===== src/rtl/life_step.sv =====
// In-place Conway B3/S23 generation engine for a WIDTH x HEIGHT single-bit cell BRAM.
// Define LIFE_TORUS_EN to wrap the grid edges; otherwise cells outside the grid are dead.
module life_step #(
  parameter int WIDTH  = 64,
  parameter int HEIGHT = 64,
  parameter int ADDR_W = 12
) (
  input  logic              clk,
  input  logic              rst,
  input  logic              start,
  output logic              busy,
  output logic              done,
  output logic [15:0]       gen_count,
  output logic [ADDR_W-1:0] mem_addr,
  output logic              mem_we,
  output logic              mem_din,
  input  logic              mem_dout
);
  localparam int CW = $clog2(WIDTH);
  localparam int RW = ADDR_W - CW;
  localparam logic [RW-1:0] LAST_ROW = RW'(HEIGHT - 1);
  localparam logic [RW-1:0] PEN_ROW  = RW'(HEIGHT - 2);
  localparam logic [CW:0]   RD_LAST  = (CW + 1)'(WIDTH);
  localparam logic [CW:0]   WR_LAST  = (CW + 1)'(WIDTH - 1);

  typedef enum logic [2:0] {IDLE, LOAD_TOP, LOAD_ROW0, FETCH, WRITE, FINISH} state_t;

  state_t              state_q;
  logic [WIDTH-1:0]    prev_q, cur_q, next_q;
  logic [WIDTH-1:0]    next_full_d, last_next_d;
  logic [CW:0]         cnt_q;
  logic [RW-1:0]       row_q;
  logic                busy_q, done_q, we_q, din_q;
  logic [15:0]         gen_q;
  logic [ADDR_W-1:0]   addr_q;
  logic [CW-1:0]       col_lo, cap_idx;
`ifdef LIFE_TORUS_EN
  logic [WIDTH-1:0]    row0_orig_q;
  assign last_next_d = row0_orig_q;
`else
  assign last_next_d = '0;
`endif

  assign col_lo  = cnt_q[CW-1:0];
  assign cap_idx = col_lo - CW'(1);

  // The last bit of a fetched row arrives on the same edge that enters WRITE.
  always_comb begin
    next_full_d = next_q;
    next_full_d[WIDTH-1] = mem_dout;
  end

  function automatic logic [ADDR_W-1:0] addr_of(input logic [RW-1:0] r, input logic [CW-1:0] c);
    return {r, c};
  endfunction

  function automatic logic cell_next(input logic [WIDTH-1:0] p, input logic [WIDTH-1:0] c,
                                     input logic [WIDTH-1:0] n, input logic [CW-1:0] col);
    logic [CW-1:0] cl, cr;
    logic [3:0]    sum;
    logic          l_ok, r_ok;
    cl = col - CW'(1);
    cr = col + CW'(1);
`ifdef LIFE_TORUS_EN
    l_ok = 1'b1;
    r_ok = 1'b1;
`else
    l_ok = (col != '0);
    r_ok = (col != CW'(WIDTH - 1));
`endif
    sum = 4'(p[col]) + 4'(n[col]);
    if (l_ok) sum = sum + 4'(p[cl]) + 4'(c[cl]) + 4'(n[cl]);
    if (r_ok) sum = sum + 4'(p[cr]) + 4'(c[cr]) + 4'(n[cr]);
    return (sum == 4'd3) | (c[col] & (sum == 4'd2));
  endfunction

  always_ff @(posedge clk) begin
    if (rst) begin
      state_q <= IDLE;
      prev_q  <= '0;
      cur_q   <= '0;
      next_q  <= '0;
`ifdef LIFE_TORUS_EN
      row0_orig_q <= '0;
`endif
      cnt_q   <= '0;
      row_q   <= '0;
      busy_q  <= 1'b0;
      done_q  <= 1'b0;
      we_q    <= 1'b0;
      din_q   <= 1'b0;
      gen_q   <= '0;
      addr_q  <= '0;
    end else begin
      done_q <= 1'b0;
      case (state_q)
        IDLE: begin
          if (start) begin
            busy_q <= 1'b1;
            cnt_q  <= '0;
            row_q  <= '0;
            prev_q <= '0;
`ifdef LIFE_TORUS_EN
            state_q <= LOAD_TOP;
            addr_q  <= addr_of(LAST_ROW, '0);
`else
            state_q <= LOAD_ROW0;
            addr_q  <= addr_of('0, '0);
`endif
          end
        end
        LOAD_TOP, LOAD_ROW0, FETCH: begin
          // Read data lags the address by one cycle, so cycle k captures column k-1.
          if (cnt_q != '0) begin
            if (state_q == LOAD_TOP) begin
              prev_q[cap_idx] <= mem_dout;
            end else if (state_q == LOAD_ROW0) begin
              cur_q[cap_idx] <= mem_dout;
`ifdef LIFE_TORUS_EN
              row0_orig_q[cap_idx] <= mem_dout;
`endif
            end else begin
              next_q[cap_idx] <= mem_dout;
            end
          end
          if (cnt_q == RD_LAST) begin
            cnt_q <= '0;
            if (state_q == LOAD_TOP) begin
              state_q <= LOAD_ROW0;
              addr_q  <= addr_of('0, '0);
            end else if (state_q == LOAD_ROW0) begin
              state_q <= FETCH;
              addr_q  <= addr_of(row_q + RW'(1), '0);
            end else begin
              state_q <= WRITE;
              we_q    <= 1'b1;
              addr_q  <= addr_of(row_q, '0);
              din_q   <= cell_next(prev_q, cur_q, next_full_d, '0);
            end
          end else begin
            cnt_q <= cnt_q + (CW + 1)'(1);
            if (cnt_q < WR_LAST) addr_q <= addr_q + ADDR_W'(1);
          end
        end
        WRITE: begin
          if (cnt_q == WR_LAST) begin
            prev_q <= cur_q;
            cur_q  <= next_q;
            cnt_q  <= '0;
            if (row_q == LAST_ROW) begin
              state_q <= FINISH;
              we_q    <= 1'b0;
              busy_q  <= 1'b0;
              done_q  <= 1'b1;
              gen_q   <= gen_q + 16'd1;
            end else begin
              row_q <= row_q + RW'(1);
              if (row_q < PEN_ROW) begin
                state_q <= FETCH;
                we_q    <= 1'b0;
                addr_q  <= addr_of(row_q + RW'(2), '0);
              end else begin
                // Last row: its lower neighbour is the saved original row 0 (or dead cells).
                next_q <= last_next_d;
                addr_q <= addr_of(LAST_ROW, '0);
                din_q  <= cell_next(cur_q, next_q, last_next_d, '0);
              end
            end
          end else begin
            cnt_q  <= cnt_q + (CW + 1)'(1);
            addr_q <= addr_q + ADDR_W'(1);
            din_q  <= cell_next(prev_q, cur_q, next_q, col_lo + CW'(1));
          end
        end
        FINISH:  state_q <= IDLE;
        default: state_q <= IDLE;
      endcase
    end
  end

  assign busy      = busy_q;
  assign done      = done_q;
  assign gen_count = gen_q;
  assign mem_addr  = addr_q;
  assign mem_we    = we_q;
  assign mem_din   = din_q;
endmodule


===== config.mk =====
export PLATFORM = sky130hd
export DESIGN_NAME = life_step
export DESIGN_NICKNAME = d
export VERILOG_FILES = /design/src/rtl/life_step.sv
export SDC_FILE = /design/constraint.sdc
export NUM_CORES = 1
export LEC_CHECK = 0
export ABC_AREA = 1
export BUFFER_PORTS_ARGS = -buffer_cell sky130_fd_sc_hd__buf_4
export CORE_ASPECT_RATIO = 0.9
export CORE_MARGIN = 2
export CORE_UTILIZATION = 53
export CTS_BUF_LIST = sky130_fd_sc_hd__clkbuf_4 sky130_fd_sc_hd__clkbuf_8
export DETAILED_ROUTE_END_ITERATION = 16
export PLACE_DENSITY = 0.66
export REMOVE_ABC_BUFFERS = 1
export SLEW_MARGIN = 20
export SYNTH_ARGS = -nofsm -noshare
export SYNTH_HDL_FRONTEND = slang
export SYNTH_SLANG_ARGS = --single-unit

===== constraint.sdc =====
create_clock -name clk -period 7.7 [get_ports clk]
set_clock_uncertainty 0.05 [all_clocks]
set_input_delay 2.31 -clock clk [delete_from_list [all_inputs] [get_ports clk]]
set_output_delay 2.31 -clock clk [all_outputs]
set_load 0.03 [all_outputs]

## After elaboration in Yosys (flattened, before gate mapping)

Cells that the tools add are included.

- Bits of input ports: 4
- Word-level logic and storage cells: 200
- Flip-flop bits (word level): 240

- Multiplexer cells: 102
- Magnitude comparators: 7
- Add/sub/neg operators: 22
- Bitwise operators: 8
- Equal/unequal tests: 29
- Reductions and logical operators: 20

Operators by type and width:

| operator | count |
|---|---|
| $mux W64 | 14 |
| $pmux W64 S2 | 2 |
| $bwmux W64 | 3 |
| $pmux W64 S3 | 1 |
| $mux W12 | 8 |
| $mux W4 | 18 |
| $bmux W1 S6 | 9 |
| $pmux W12 S3 | 1 |
| $lt A6 B7 Y1 const B | 4 |
| $mux W1 | 26 |
| $eq A4 B2 Y1 const B | 6 |
| $ne A2 B2 Y1 const B | 11 |
| $mux W3 | 7 |
| $mux W7 | 3 |
| $pmux W7 S3 | 1 |
| $add A4 B1 Y4 | 5 |
| $add A6 B1 Y6 const B | 3 |
| $mux W6 | 3 |
| $add A16 B1 Y16 const B | 1 |
| $reduce_and A4 Y1 | 4 |
| $add A12 B1 Y12 const B | 1 |
| $ne A3 B3 Y1 const B | 4 |
| $pmux W6 S2 | 1 |
| $reduce_and A6 Y1 | 2 |
| 33 further kinds | 50 |

## Logic depth before layout (Yosys ltp)

- Depth in word-level cells: 23
- Depth in mapped cells: 29
- Depth with buffers taken out: 25

## Worst setup path before layout

No wires, ideal clock.

- Path type: register to register
- From: register cnt_q[0]
- To: register din_q (netlist: mem_din)
- Path slack: 2032 ps
- Required time: 7530 ps
- Clock period less this slack: 5668 ps
- Path buffers: 6
- Arrival: 5498 ps
- Stages on the path, launching flop included: 29
- Cell sequence: dfxtp_1 -> inv_1 -> buf_2 -> clkbuf_1 -> ha_1 -> buf_2 -> nand2_1 -> buf_2 -> buf_1 -> buf_1 -> o22ai_1 -> nor3_1 -> a21oi_1 -> o2111ai_1 -> nand2_1 -> ha_1 -> fa_1 -> ha_1 -> nand2_1 -> and2_1 -> fa_1 -> inv_1 -> ha_1 -> fa_1 -> o21ai_0 -> xor2_1 -> inv_1 -> nand3_1 -> a21oi_1

- Longest elaborated chain between the ends: 23
- Elaborated cells on any way between the ends: 50

RTL lines:

| element | line | RTL |
|---|---|---|
| start: declaration | 31 | `logic [CW:0] cnt_q;` |
| start signal: assignment | 141 | `cnt_q <= cnt_q + (CW + 1)'(1);` |
| start signal: assignment | 170 | `cnt_q <= cnt_q + (CW + 1)'(1);` |
| $add A6 B1 Y6 | 172 | `din_q <= cell_next(prev_q, cur_q, next_q, col_lo + CW'(1));` |
| $sub A6 B1 Y6 / $bmux W1 S6 (equally long branches) | 62, 71 |  |
| $bmux W1 S6 / $mux W1 (equally long branches) | 72, 71 |  |
| $mux W1 (not written as such) / $add A1 B1 Y2 (equally long branches) | 72, 71 |  |
| $add A2 B1 Y3 | 72 | `if (l_ok) sum = sum + 4'(p[cl]) + 4'(c[cl]) + 4'(n[cl]);` |
| $add A3 B1 Y4 | 72 |  |
| $add A4 B1 Y4 | 72 |  |
| $mux W4 | 72 |  |
| (+7 left out) | - |  |
| $mux W4 | 146 | `if (cnt_q == WR_LAST) begin` |
| $mux W4 | 96 | `case (state_q)` |
| $mux W4 | 78 | `if (rst) begin` |
| $eq A4 B2 Y1 | 74 | `return (sum == 4'd3) \| (c[col] & (sum == 4'd2));` |
| $and A1 B1 Y1 | 74 |  |
| $or A1 B1 Y1 | 74 |  |
| $mux W1 | 146 |  |
| $pmux W1 S2 | 96 |  |
| end signal: assignment | 138 | `din_q <= cell_next(prev_q, cur_q, next_full_d, '0);` |
| end signal: assignment | 166 | `din_q <= cell_next(cur_q, next_q, last_next_d, '0);` |
| end signal: assignment | 172 |  |
| end: declaration | 33 | `logic busy_q, done_q, we_q, din_q;` |

Several ways; a longest one is shown, not always the timed one. The select of a mux whose other input is x is not followed.
A chain may end at the register's enable or synchronous reset.

## Final worst setup path

Ends and elaborated chain as after synthesis.

==> flow_metrics.env <==
export IMPL_yosys_area_top_type="dfxtp_1"
export IMPL_worstHoldPathType="register to register"
export IMPL_postCtsSetupRepairBufs=0
export IMPL_syn_cell_area_sq_um=17500
export IMPL_fin_crit_sh=0.854
export IMPL_path_max_fanout=42
export IMPL_finalWirelength_mm=66.9
export IMPL_avgSynthCellArea_sq_um=5.88
export IMPL_cts_buffer_depth=3
export IMPL_cp_slowest_cell="dfxtp_4"
export IMPL_cts_resized=0
export IMPL_start_kind="register"
export IMPL_postLayoutCellArea_sq_um=18600
export IMPL_viasPerCell=6.12
export IMPL_synth_cells=2975
export IMPL_crit_end="mem_din"
export IMPL_max_slew_margin_rel=0.236
export IMPL_drv_slew=0
export IMPL_endpoint_kind="register"
export IMPL_reg2reg_to="mem_din"
export IMPL_cts_clk_slew_worst_paths_ns=0.06
export IMPL_drt_iter0_drc=2407
export IMPL_synth_cell_types=52
export IMPL_async_reset_ff_frac=0
export IMPL_period_needed_ns=6.58
export IMPL_dpl_cell_area_sq_um=17800
export IMPL_synth_seq_cells=240
export IMPL_wl_per_cell_um=20.1
export IMPL_grt_max_degree=99
export IMPL_cts_made_buffers=43
export IMPL_ys_seq_area_frac=0.274
export IMPL_critPathTopFamily="adder cells"
export IMPL_grt_pass1_vias=18300
export IMPL_place_gp_congestion=1.02
export IMPL_max_stage_delay_ns=0.62
export IMPL_nNetsFinal=2916
export IMPL_initial_core_util=0.535
export IMPL_route_vias_total=20400
export IMPL_grt_pass1_wl_mm=103
export IMPL_dieHeight_um=176
export IMPL_place_hpwl_mm=45.0
export IMPL_cts_tree="yes"
export IMPL_ios=36
export IMPL_area_delta_synth_final_pct=6.54
export IMPL_fp_dieW_um=196
export IMPL_grt_setup_unrepaired="no"
export IMPL_r2r_slack_ns=1.12
export IMPL_placementRows=63
export IMPL_cp_depth=26
export IMPL_drive_gt1_frac=0.0656
export IMPL_antenna_cells=0
export IMPL_finalHoldViolations=0
export IMPL_clock_sinks=240
export IMPL_path_buf_inv=6
export IMPL_reg2reg_from="cnt_q[0]"
export IMPL_ys_warn_count=0
export IMPL_io_buffers=35
export IMPL_crit_start="cnt_q[0]"
export IMPL_cts_max_level=2
export IMPL_fmaxAchievable_ghz=0.152
export IMPL_synth_area_leaders="dfxtp_1 (27%), nand2_1 (19%), a21oi_1 (9.1%), o21ai_0 (8.8%), inv_1 (4.8%)"
export IMPL_setup_viol=0
export IMPL_arrival_ns=6.99
export IMPL_drc=0
export IMPL_fp_dieArea_sq_um=34500
export IMPL_drt_pass1_iter_count=6
export IMPL_synth_top_cell_area_share=0.274
export IMPL_gr_total_overflow=0
export IMPL_worst_slack_ns=1.12
export IMPL_power_density_nw_per_um2=365
export IMPL_synth_enable_flop_cells=0
export IMPL_grt_use_total=0.381
export IMPL_critical_path_class="register to register"
export IMPL_fillers=3386
export IMPL_core_area_sq_um=32700
export IMPL_antenna_left=0
export IMPL_dp_slack_ns=1.28
export IMPL_synth_ff_type="dfxtp_1"
export IMPL_required_ns=8.11
export IMPL_r2r_cells=26
export IMPL_status="completed"
export IMPL_tightest_slew_ns=1.14
export IMPL_postCtsHoldBufs=0
export IMPL_vdd_ir_drop_max_mv=0.374
export IMPL_drv_cap=0
export IMPL_cts_root_buf="clkbuf_8"
export IMPL_antenna_found_initial=0
export IMPL_leakage_nw=7.27
export IMPL_clkLatencyLatePin_ns=0.59
==> cells by family after synthesis <==
logic type / after synthesis / share of synthesized area
AO/OA/AOI/OAI: 810 / 0.257
XOR/XNOR: 20 / 0.0119
adder cells (fa/ha/maj): 21 / 0.0180
buffers and inverters: 436 / 0.0959
flip-flops: 240 / 0.274
multiplexers: 1 / 0.000572
AND/OR/NAND/NOR: 1447 / 0.342
==> worst min-delay path by stage <==
stage | startpoint | endpoint | cells past startpoint
after global placement | next_q[42] | next_q[42] | 2
after floorplan | next_q[57] | next_q[57] | 2
final | next_q[34] | next_q[34] | 2
after detailed placement | next_q[54] | next_q[54] | 2
after CTS | next_q[54] | next_q[54] | 2
after global routing | next_q[41] | next_q[41] | 2
==> Yosys cell counts, drive strengths merged, types with 2 or more instances <==
master / instances
inv: 229
fa: 7
buf: 50
ha: 14
nor3: 136
o21bai: 2
nand4: 15
clkbuf: 152
a22oi: 7
a21oi: 320
o221ai: 4
o32ai: 3
o31ai: 2
o2111ai: 3
a211oi: 5
nor2: 215
o21ai: 310
nor4: 4
o311ai: 5
dfxtp: 240
nand2: 897
clkinv: 5
xnor2: 5
o211ai: 110
o22ai: 24
xor2: 15
o211a: 2
a2bb2oi: 2
or2: 13
nand3: 163
a31oi: 8
==> power by group <==
group / internal (W) / switching, W
combinational: 0.00107 / 0.00293
clock: 0.000655 / 0.000538
sequential: 0.00143 / 0.000183
total: 0.00316 / 0.00366
==> area by class of cell <==
| type | count | area (sq um) | share of cell area |
|---|---|---|---|
| Timing Repair Buffer | 73 | 561 | 0.0301 |
| Multi-Input combinational cell | 2299 | 11100 | 0.593 |
| Clock buffer | 65 | 807 | 0.0433 |
| Inverter | 234 | 882 | 0.0473 |
| Tap cell | 422 | 528 | 0.0283 |
| Sequential cell | 240 | 4810 | 0.258 |
==> layout by cell type, fill, tap and decap left out, types with 8 or more instances in the layout <==
| cell | instances |
|---|---|
| clkbuf_8 | 51 |
| nor2_2 | 10 |
| ha_1 | 14 |
| nand4_1 | 15 |
| clkbuf_4 | 14 |
| nor2_1 | 202 |
| xor2_1 | 12 |
| o211ai_1 | 110 |
| buf_4 | 72 |
| or2_2 | 13 |
| o22ai_1 | 24 |
| o21ai_0 | 307 |
| nand2_1 | 893 |
| dfxtp_1 | 239 |
| inv_1 | 221 |
| nand3_1 | 162 |
| a21oi_1 | 320 |
| a31oi_1 | 8 |
| nor3_1 | 128 |
==> registers in the layout, indices dropped and copies added, names as in the netlist <==
name       count
cnt_q          7
gen_count     16
cur_q         64
next_q        64
mem_we         1
state_q        3
prev_q        64
mem_addr      12
busy           1
done           1
mem_din        1
row_q          6
==> per-stage QoR <==
step	util	cells	hold slack, ns	TNS [ns]	total power, W
6_report	0.570	3333	0.412	0	0.00681
5_1_grt	0.570	3333	0.432	0	0.00727
4_1_cts	0.570	3333	0.414	0	0.00671
3_5_place_dp	0.545	3268	0.405	0	0.00551
3_3_place_gp	0.545	3268	0.399	0	0.00544
2_1_floorplan	-	2773	0.387	-460.49	0.00419
==> routing by layer <==
metal	part of all wire	routed length [um]	GRT usage
met5	0	0	0
met4	0.040	2680	0.157
met3	0.11	7310	0.0867
met2	0.42	28100	0.576
met1	0.43	28800	0.525
==> worst register-to-register path, stage by stage, from the launching register on <==
cell and delay (ns):
dfxtp_4 0.62, inv_1 0.12, ha_1 0.45, clkinv_1 0.44
nand2_1 0.16, buf_4 0.31, inv_1 0.45, a21oi_1 0.29
o211ai_1 0.10, o21ai_0 0.23, nand2_1 0.09, o2111ai_1 0.11
nand2_1 0.09, ha_1 0.34, fa_1 0.49, ha_1 0.29
nand2_1 0.06, and2_1 0.17, fa_1 0.53, inv_1 0.04
ha_1 0.21, fa_1 0.36, o21ai_0 0.12, xor2_1 0.17
inv_1 0.05, nand3_1 0.07, a21oi_1 0.06
Note: power is estimated with default switching activity, not from simulation.
